### src/rtl/hamming_tx_scheduler_if.sv
// Requester and encoder-side signals of the Hamming(16,11) transmit scheduler.
// The slave modport is the scheduler view; the master modport is the requester/encoder view.
interface hamming_tx_scheduler_if #(
  parameter int N_REQ = 4
);
  logic [N_REQ-1:0]    req_valid;
  logic [11*N_REQ-1:0] req_data;
  logic [N_REQ-1:0]    req_ready;
  logic                enc_bit;
  logic                enc_strobe;
  logic                enc_frame_start;
  logic                enc_tx_done;

  modport master (
    output req_valid, req_data, enc_tx_done,
    input  req_ready, enc_bit, enc_strobe, enc_frame_start
  );

  modport slave (
    input  req_valid, req_data, enc_tx_done,
    output req_ready, enc_bit, enc_strobe, enc_frame_start
  );
endinterface

### src/rtl/hamming_tx_scheduler.sv
// Round-robin arbiter feeding 16-bit Hamming frames serially to a shared encoder.
// Accept in T -> strobes T+1..T+16, then waits for tx_done (or timeout); req_ready only while idle.
module hamming_tx_scheduler #(
  parameter  int N_REQ      = 4,
  parameter  int TX_TIMEOUT = 255,
  localparam int IDW        = $clog2(N_REQ)
) (
  input  logic                  clk,
  input  logic                  rst_n,
  hamming_tx_scheduler_if.slave bus,
  output logic                  busy,
  output logic [IDW-1:0]        grant_id,
  output logic                  timeout_err
);

  typedef enum logic [1:0] {
    IDLE    = 2'd0,
    SHIFT   = 2'd1,
    WAIT_TX = 2'd2
  } state_t;

  state_t         state;
  logic [IDW-1:0] last;
  logic [14:0]    frame;
  logic [3:0]     cnt;
  logic [15:0]    timer;
  logic           enc_bit;
  logic           enc_strobe;
  logic           enc_frame_start;

  logic [IDW-1:0] pick;
  logic           pick_vld;
  logic [IDW:0]   sum;
  logic           accept;
  logic [10:0]    pick_data;
  logic [15:0]    mapped;

  // Search starts one past the last grant and wraps modulo N_REQ.
  always_comb begin
    pick     = '0;
    pick_vld = 1'b0;
    sum      = '0;
    for (int k = 1; k <= N_REQ; k++) begin
      sum = {1'b0, last} + (IDW+1)'(k);
      if (sum >= (IDW+1)'(N_REQ)) begin
        sum = sum - (IDW+1)'(N_REQ);
      end
      if (!pick_vld && bus.req_valid[sum[IDW-1:0]]) begin
        pick_vld = 1'b1;
        pick     = sum[IDW-1:0];
      end
    end
  end

  assign accept    = (state == IDLE) && pick_vld;
  assign pick_data = bus.req_data[11*pick +: 11];

  // Data in non-power-of-two positions; parity slots 0,1,2,4,8 left at zero.
  assign mapped = {pick_data[10:4], 1'b0, pick_data[3:1], 1'b0, pick_data[0], 3'b000};

  always_comb begin
    bus.req_ready = '0;
    if (accept) begin
      bus.req_ready[pick] = 1'b1;
    end
  end

  assign bus.enc_bit         = enc_bit;
  assign bus.enc_strobe      = enc_strobe;
  assign bus.enc_frame_start = enc_frame_start;

  // frame holds bits 15..1 still to be sent; bit 0 goes straight to enc_bit on accept.
  always_ff @(posedge clk or negedge rst_n) begin
    if (!rst_n) begin
      state           <= IDLE;
      last            <= IDW'(N_REQ - 1);
      grant_id        <= '0;
      frame           <= '0;
      cnt             <= '0;
      timer           <= '0;
      enc_bit         <= 1'b0;
      enc_strobe      <= 1'b0;
      enc_frame_start <= 1'b0;
      timeout_err     <= 1'b0;
      busy            <= 1'b0;
    end else begin
      timeout_err <= 1'b0;
      case (state)
        IDLE: begin
          if (accept) begin
            state           <= SHIFT;
            frame           <= mapped[15:1];
            grant_id        <= pick;
            last            <= pick;
            cnt             <= '0;
            enc_strobe      <= 1'b1;
            enc_bit         <= mapped[0];
            enc_frame_start <= 1'b1;
            busy            <= 1'b1;
          end
        end
        SHIFT: begin
          enc_frame_start <= 1'b0;
          if (cnt == 4'd15) begin
            state      <= WAIT_TX;
            cnt        <= '0;
            timer      <= '0;
            enc_strobe <= 1'b0;
            enc_bit    <= 1'b0;
          end else begin
            cnt     <= cnt + 4'd1;
            enc_bit <= frame[0];
            frame   <= {1'b0, frame[14:1]};
          end
        end
        WAIT_TX: begin
          // A done seen in the timeout cycle takes priority and suppresses the error.
          if (bus.enc_tx_done) begin
            state <= IDLE;
            busy  <= 1'b0;
          end else if (timer == 16'(TX_TIMEOUT)) begin
            state       <= IDLE;
            busy        <= 1'b0;
            timeout_err <= 1'b1;
          end else begin
            timer <= timer + 16'd1;
          end
        end
        default: begin
          state <= IDLE;
          busy  <= 1'b0;
        end
      endcase
    end
  end

endmodule

### src/flat_wrapper.sv
// flat-port wrapper written by rule: the top's interface ports become plain ports
module hamming_tx_scheduler_flat 
#(
  parameter  int N_REQ      = 4,
  parameter  int TX_TIMEOUT = 255,
  localparam int IDW        = $clog2(N_REQ)
)
  (clk, rst_n, busy, grant_id, timeout_err, bus_req_valid, bus_req_data, bus_enc_tx_done, bus_req_ready, bus_enc_bit, bus_enc_strobe, bus_enc_frame_start);
  hamming_tx_scheduler_if #(.N_REQ(N_REQ)) bus_i ();
  input  logic clk;
  input  logic rst_n;
  output logic busy;
  output logic [IDW-1:0] grant_id;
  output logic timeout_err;
  input wire logic [$bits(bus_i.req_valid)-1:0] bus_req_valid;
  input wire logic [$bits(bus_i.req_data)-1:0] bus_req_data;
  input wire logic [$bits(bus_i.enc_tx_done)-1:0] bus_enc_tx_done;
  output wire logic [$bits(bus_i.req_ready)-1:0] bus_req_ready;
  output wire logic [$bits(bus_i.enc_bit)-1:0] bus_enc_bit;
  output wire logic [$bits(bus_i.enc_strobe)-1:0] bus_enc_strobe;
  output wire logic [$bits(bus_i.enc_frame_start)-1:0] bus_enc_frame_start;
  assign bus_i.req_valid = bus_req_valid;
  assign bus_i.req_data = bus_req_data;
  assign bus_i.enc_tx_done = bus_enc_tx_done;
  assign bus_req_ready = bus_i.req_ready;
  assign bus_enc_bit = bus_i.enc_bit;
  assign bus_enc_strobe = bus_i.enc_strobe;
  assign bus_enc_frame_start = bus_i.enc_frame_start;
  hamming_tx_scheduler #(.N_REQ(N_REQ), .TX_TIMEOUT(TX_TIMEOUT)) u_core (.clk(clk), .rst_n(rst_n), .bus(bus_i), .busy(busy), .grant_id(grant_id), .timeout_err(timeout_err));
endmodule
### config.mk
export PLATFORM = sky130hd
export DESIGN_NAME = hamming_tx_scheduler_flat
export DESIGN_NICKNAME = d
export VERILOG_FILES = /design/src/rtl/hamming_tx_scheduler_if.sv /design/src/rtl/hamming_tx_scheduler.sv /design/src/flat_wrapper.sv
export SDC_FILE = /design/constraint.sdc
export NUM_CORES = 1
export LEC_CHECK = 0
export BUFFER_PORTS_ARGS = -buffer_cell sky130_fd_sc_hd__buf_2
export CAP_MARGIN = 20
export CORE_UTILIZATION = 35
export DETAILED_ROUTE_END_ITERATION = 6
export GPL_TIMING_DRIVEN = 0
export PLACE_DENSITY = 0.59
export SLEW_MARGIN = 20
export SYNTH_ARGS = -nofsm -noshare
export SYNTH_HDL_FRONTEND = slang
export SYNTH_SLANG_ARGS = --single-unit
export TNS_END_PERCENT = 5
### constraint.sdc
create_clock -name clk -period 2.15 [get_ports clk]
set_input_delay 0 -clock clk [delete_from_list [all_inputs] [get_ports clk]]
set_output_delay 0 -clock clk [all_outputs]
set_load 0.05 [all_outputs]
==> run_results.csv <==
group,metric,value,unit
pwr,ir_worst_vdd,0.000421,V
detailed_routing,drcViolationCount,0,
min_path,hp-class,"in -> reg",
timing,max-slew-margin-rel,61.1,%
detailed_routing,antenna_left,0,
yosys,synth_area,2640,µm²
finish,num-fill-cells,739,
cts,cts_buffer_depth,2,
placed_design,place.port_buffers,61,
finish,layout_commonest_cell,"buf_2",
finish,mostFrequentLayoutCells,"buf_2, dfrtp_1, nand2_1",
status,outcome,"finished clean",
yosys,postSynthAreaPerCell,9.55,µm²
yosys,syn_nets,329,
timing,hold_viol,0,
global_route,grt_use_total,16.9,%
finish,stdcell_area,3220,µm²
yosys,synthArstFlopShare,100,%
setup_path,end_kind,"register",
timing,final.min_clock_period,2060,ps
die,fp-row-count,31,
detailed_routing,via_per_inst,5.23,
yosys,synthDistinctLibCells,57,
global_route,grt_pass1_wl,10.3,mm
setup_path,critPathKind,"reg -> reg",
pwr,p_per_area,1140,nW/µm²
global_route,grt.overflow.total,0,
pwr,power.total,3.67,mW
cts,cts_root_buf,"clkbuf_8",
cts,h-tree-depth,2,
setup_path,crit_buf_inv,1,
detailed_routing,num_vias,2332,
run,cap_violations,0,
pwr,power.leakage,1.49,nW
placed_design,gp_congestion,0.785,
yosys,synth_compound_area_share,17.3,%
detailed_routing,drt_iter0_markers,96,
detailed_routing,dr_wl_met2,2.92,mm
cts,cts_buffers,5,
global_route,grt_pass1_vias,2233,
finish,nets,399,
setup_path,startpoint_type,"register",
setup_path,required,2380,ps
yosys,synth-xor-area-share,0.665,%
yosys,synth_top_family_by_area,"simple AND/OR/NAND/NOR gates",
cts,clkSinkCount,46,
yosys,synth-edff-count,0,
timing,setup_viol,0,
die,io_pins,62,
detailed_routing,wire_per_inst,13.8,µm
global_route,grt_antenna_before_repair,0,
yosys,yosys_warnings,0,
placed_design,dp_hpwl,4.50,mm
finish,antenna_cells,0,
yosys,seq_area_frac_synth,43.8,%
cts,clk_pin_slew,90,ps
timing,fmax,486,MHz
finish,layout-drive-gt1-share,29.7,%
setup_path,crit_chain,"ha_1 > nand2_2 > nor4_4 > a21o_1 > buf_6 > or4_2 > a21oi_1",
die,start_util,36.3,%
detailed_routing,wirelength,6.18,mm
setup_path,crit_fanout,10,
die,fp.coreArea,7250,µm²
yosys,synthCells,276,
placed_design,place_area,3070,µm²
timing,report.final.slew_viol_count,0,
timing,period_share,95.7,%
yosys,synthMuxAreaShare,9.97,%
timing,rsz0062_at_grt,"yes",
global_route,grt_max_degree,47,
yosys,synthAdderAreaFrac,0.950,%
die,die-area,7880,µm²
setup_path,critPathTopFamily,"simple AND/OR/NAND/NOR gates",
yosys,ys_seq_elements,46,
detailed_routing,wl_met1,2.98,mm
finish,area_delta_synth_final,22.4,%
setup_path,cp_data_arrival_time,2290,ps
detailed_routing,first_pass_iters,4,
cts,cts_tree,"yes",
timing,finalSetupTns,0,ps
timing,worst_slew_pin_slew,583,ps
die,chipHeight,88.8,µm
setup_path,critPathMaxStageDelay,630,ps
setup_path,cpMaxStageDelayCell,"or4_2",
yosys,synth-simple-area-share,23.6,%
detailed_routing,met3_length,223,µm
yosys,ys.flop_type,"dfrtp_1",
timing,holdWs,11.6,ps
timing,skew,14.6,ps
cts,clock_latency,300,ps
die,die_w,88.8,µm
detailed_routing,top_layer_used,"met4",
[path summary, 6_finish.rpt]
check	from	endpoint	slack (ps)	cells past startpoint
setup / recovery	u_core.timer[0]	u_core.timer[7]	90	7
hold / removal	bus_req_data[19]	u_core.frame[12]	10	3
setup reg to reg	u_core.timer[0]	u_core.timer[7]	90	7
hold reg to reg	u_core.frame[0]	u_core.frame[0]	480	2
max in group asynchronous	rst_n	u_core.frame[4]	1510	2
min in group asynchronous	rst_n	u_core.grant_id[1]	220	2
[worst min-delay path: stages]
cell	delay (ps)
buf_2	70
mux2i_1	50
o221ai_1	150
[Yosys cell counts, types with 3 or more instances]
cell,number,area share (%)
a21boi_0,9,2.6
a21oi_1,14,2.7
and4_1,3,1.0
buf_2,5,0.95
clkbuf_1,6,0.85
dfrtp_1,44,42
mux2i_1,24,9.1
nand2_1,38,5.4
nand2b_1,5,1.2
nand3_1,24,4.6
nand4_1,5,1.2
nor2_1,12,1.7
nor2b_1,3,0.71
nor3_1,3,0.57
nor4_1,3,0.71
o211ai_1,3,0.85
o21a_1,4,1.1
o21ai_0,9,1.7
o221ai_1,10,3.3
o31ai_1,4,1.1
or4_1,3,0.85
[kinds of logic after synthesis]
family / count (synthesis)
mux: 26
xor+xnor: 2
buf+inv: 17
fa+ha+maj: 2
compound gates: 66
simple gates: 117
flops: 46
[report_power, final]
part           internal [mW]  switching (mW)
sequential              1.14           0.198
clock                  0.230           0.306
combinational          0.682            1.12
total                   2.05            1.62
[flip-flops by register name (all words and copies together), names as in the netlist]
signal,cells
u_core.grant_id,2
u_core.bus.enc_frame_start,1
u_core.last,2
u_core.bus.enc_bit,1
u_core.cnt,4
u_core.bus.enc_strobe,1
u_core.frame,15
u_core.timeout_err,1
u_core.timer,16
u_core.busy,1
u_core.state,2
[stage by stage]
stage	cells	utilization [%]	worst slack (ps)
2_1_floorplan	276	-	-79.2
3_3_place_gp	436	42.3	51.7
3_5_place_dp	436	42.3	27.3
4_1_cts	446	43.9	13.1
5_1_grt	446	44.5	-47.4
6_report	446	44.5	93.4
[repair_timing]
| action | CTS | global route |
|---|---|---|
| hold buffers | 1 | 0 |
| gates resized for setup | 3 | 9 |
| setup buffers | 1 | 0 |
| pin swaps | 1 | 0 |
| gates cloned | 0 | 0 |
| endpoints found under the hold margin | 44 | 0 |
| endpoints found under the setup margin | 4 | 23 |
[routing by layer]
layer | GRT usage, % | vias to the layer above
met4 | 4.40 | 0
met2 | 28.7 | 55
li1 | - | 1164
met3 | 3.08 | 6
met5 | 0 | -
met1 | 22.3 | 1107
[cell type report]
| cell class | count | area (µm²) | area share, % |
|---|---|---|---|
| multi-input combinational | 213 | 1430 | 44.3 |
| sequential | 46 | 1150 | 35.8 |
| timing repair buffer | 63 | 328 | 10.2 |
| tap | 99 | 124 | 3.84 |
| buffer | 16 | 100 | 3.10 |
| clock buffer | 6 | 72.6 | 2.25 |
| clock inverter | 2 | 13.8 | 0.427 |
| inverter | 1 | 3.75 | 0.116 |
No activity file was read; power rests on OpenSTA's default activity.
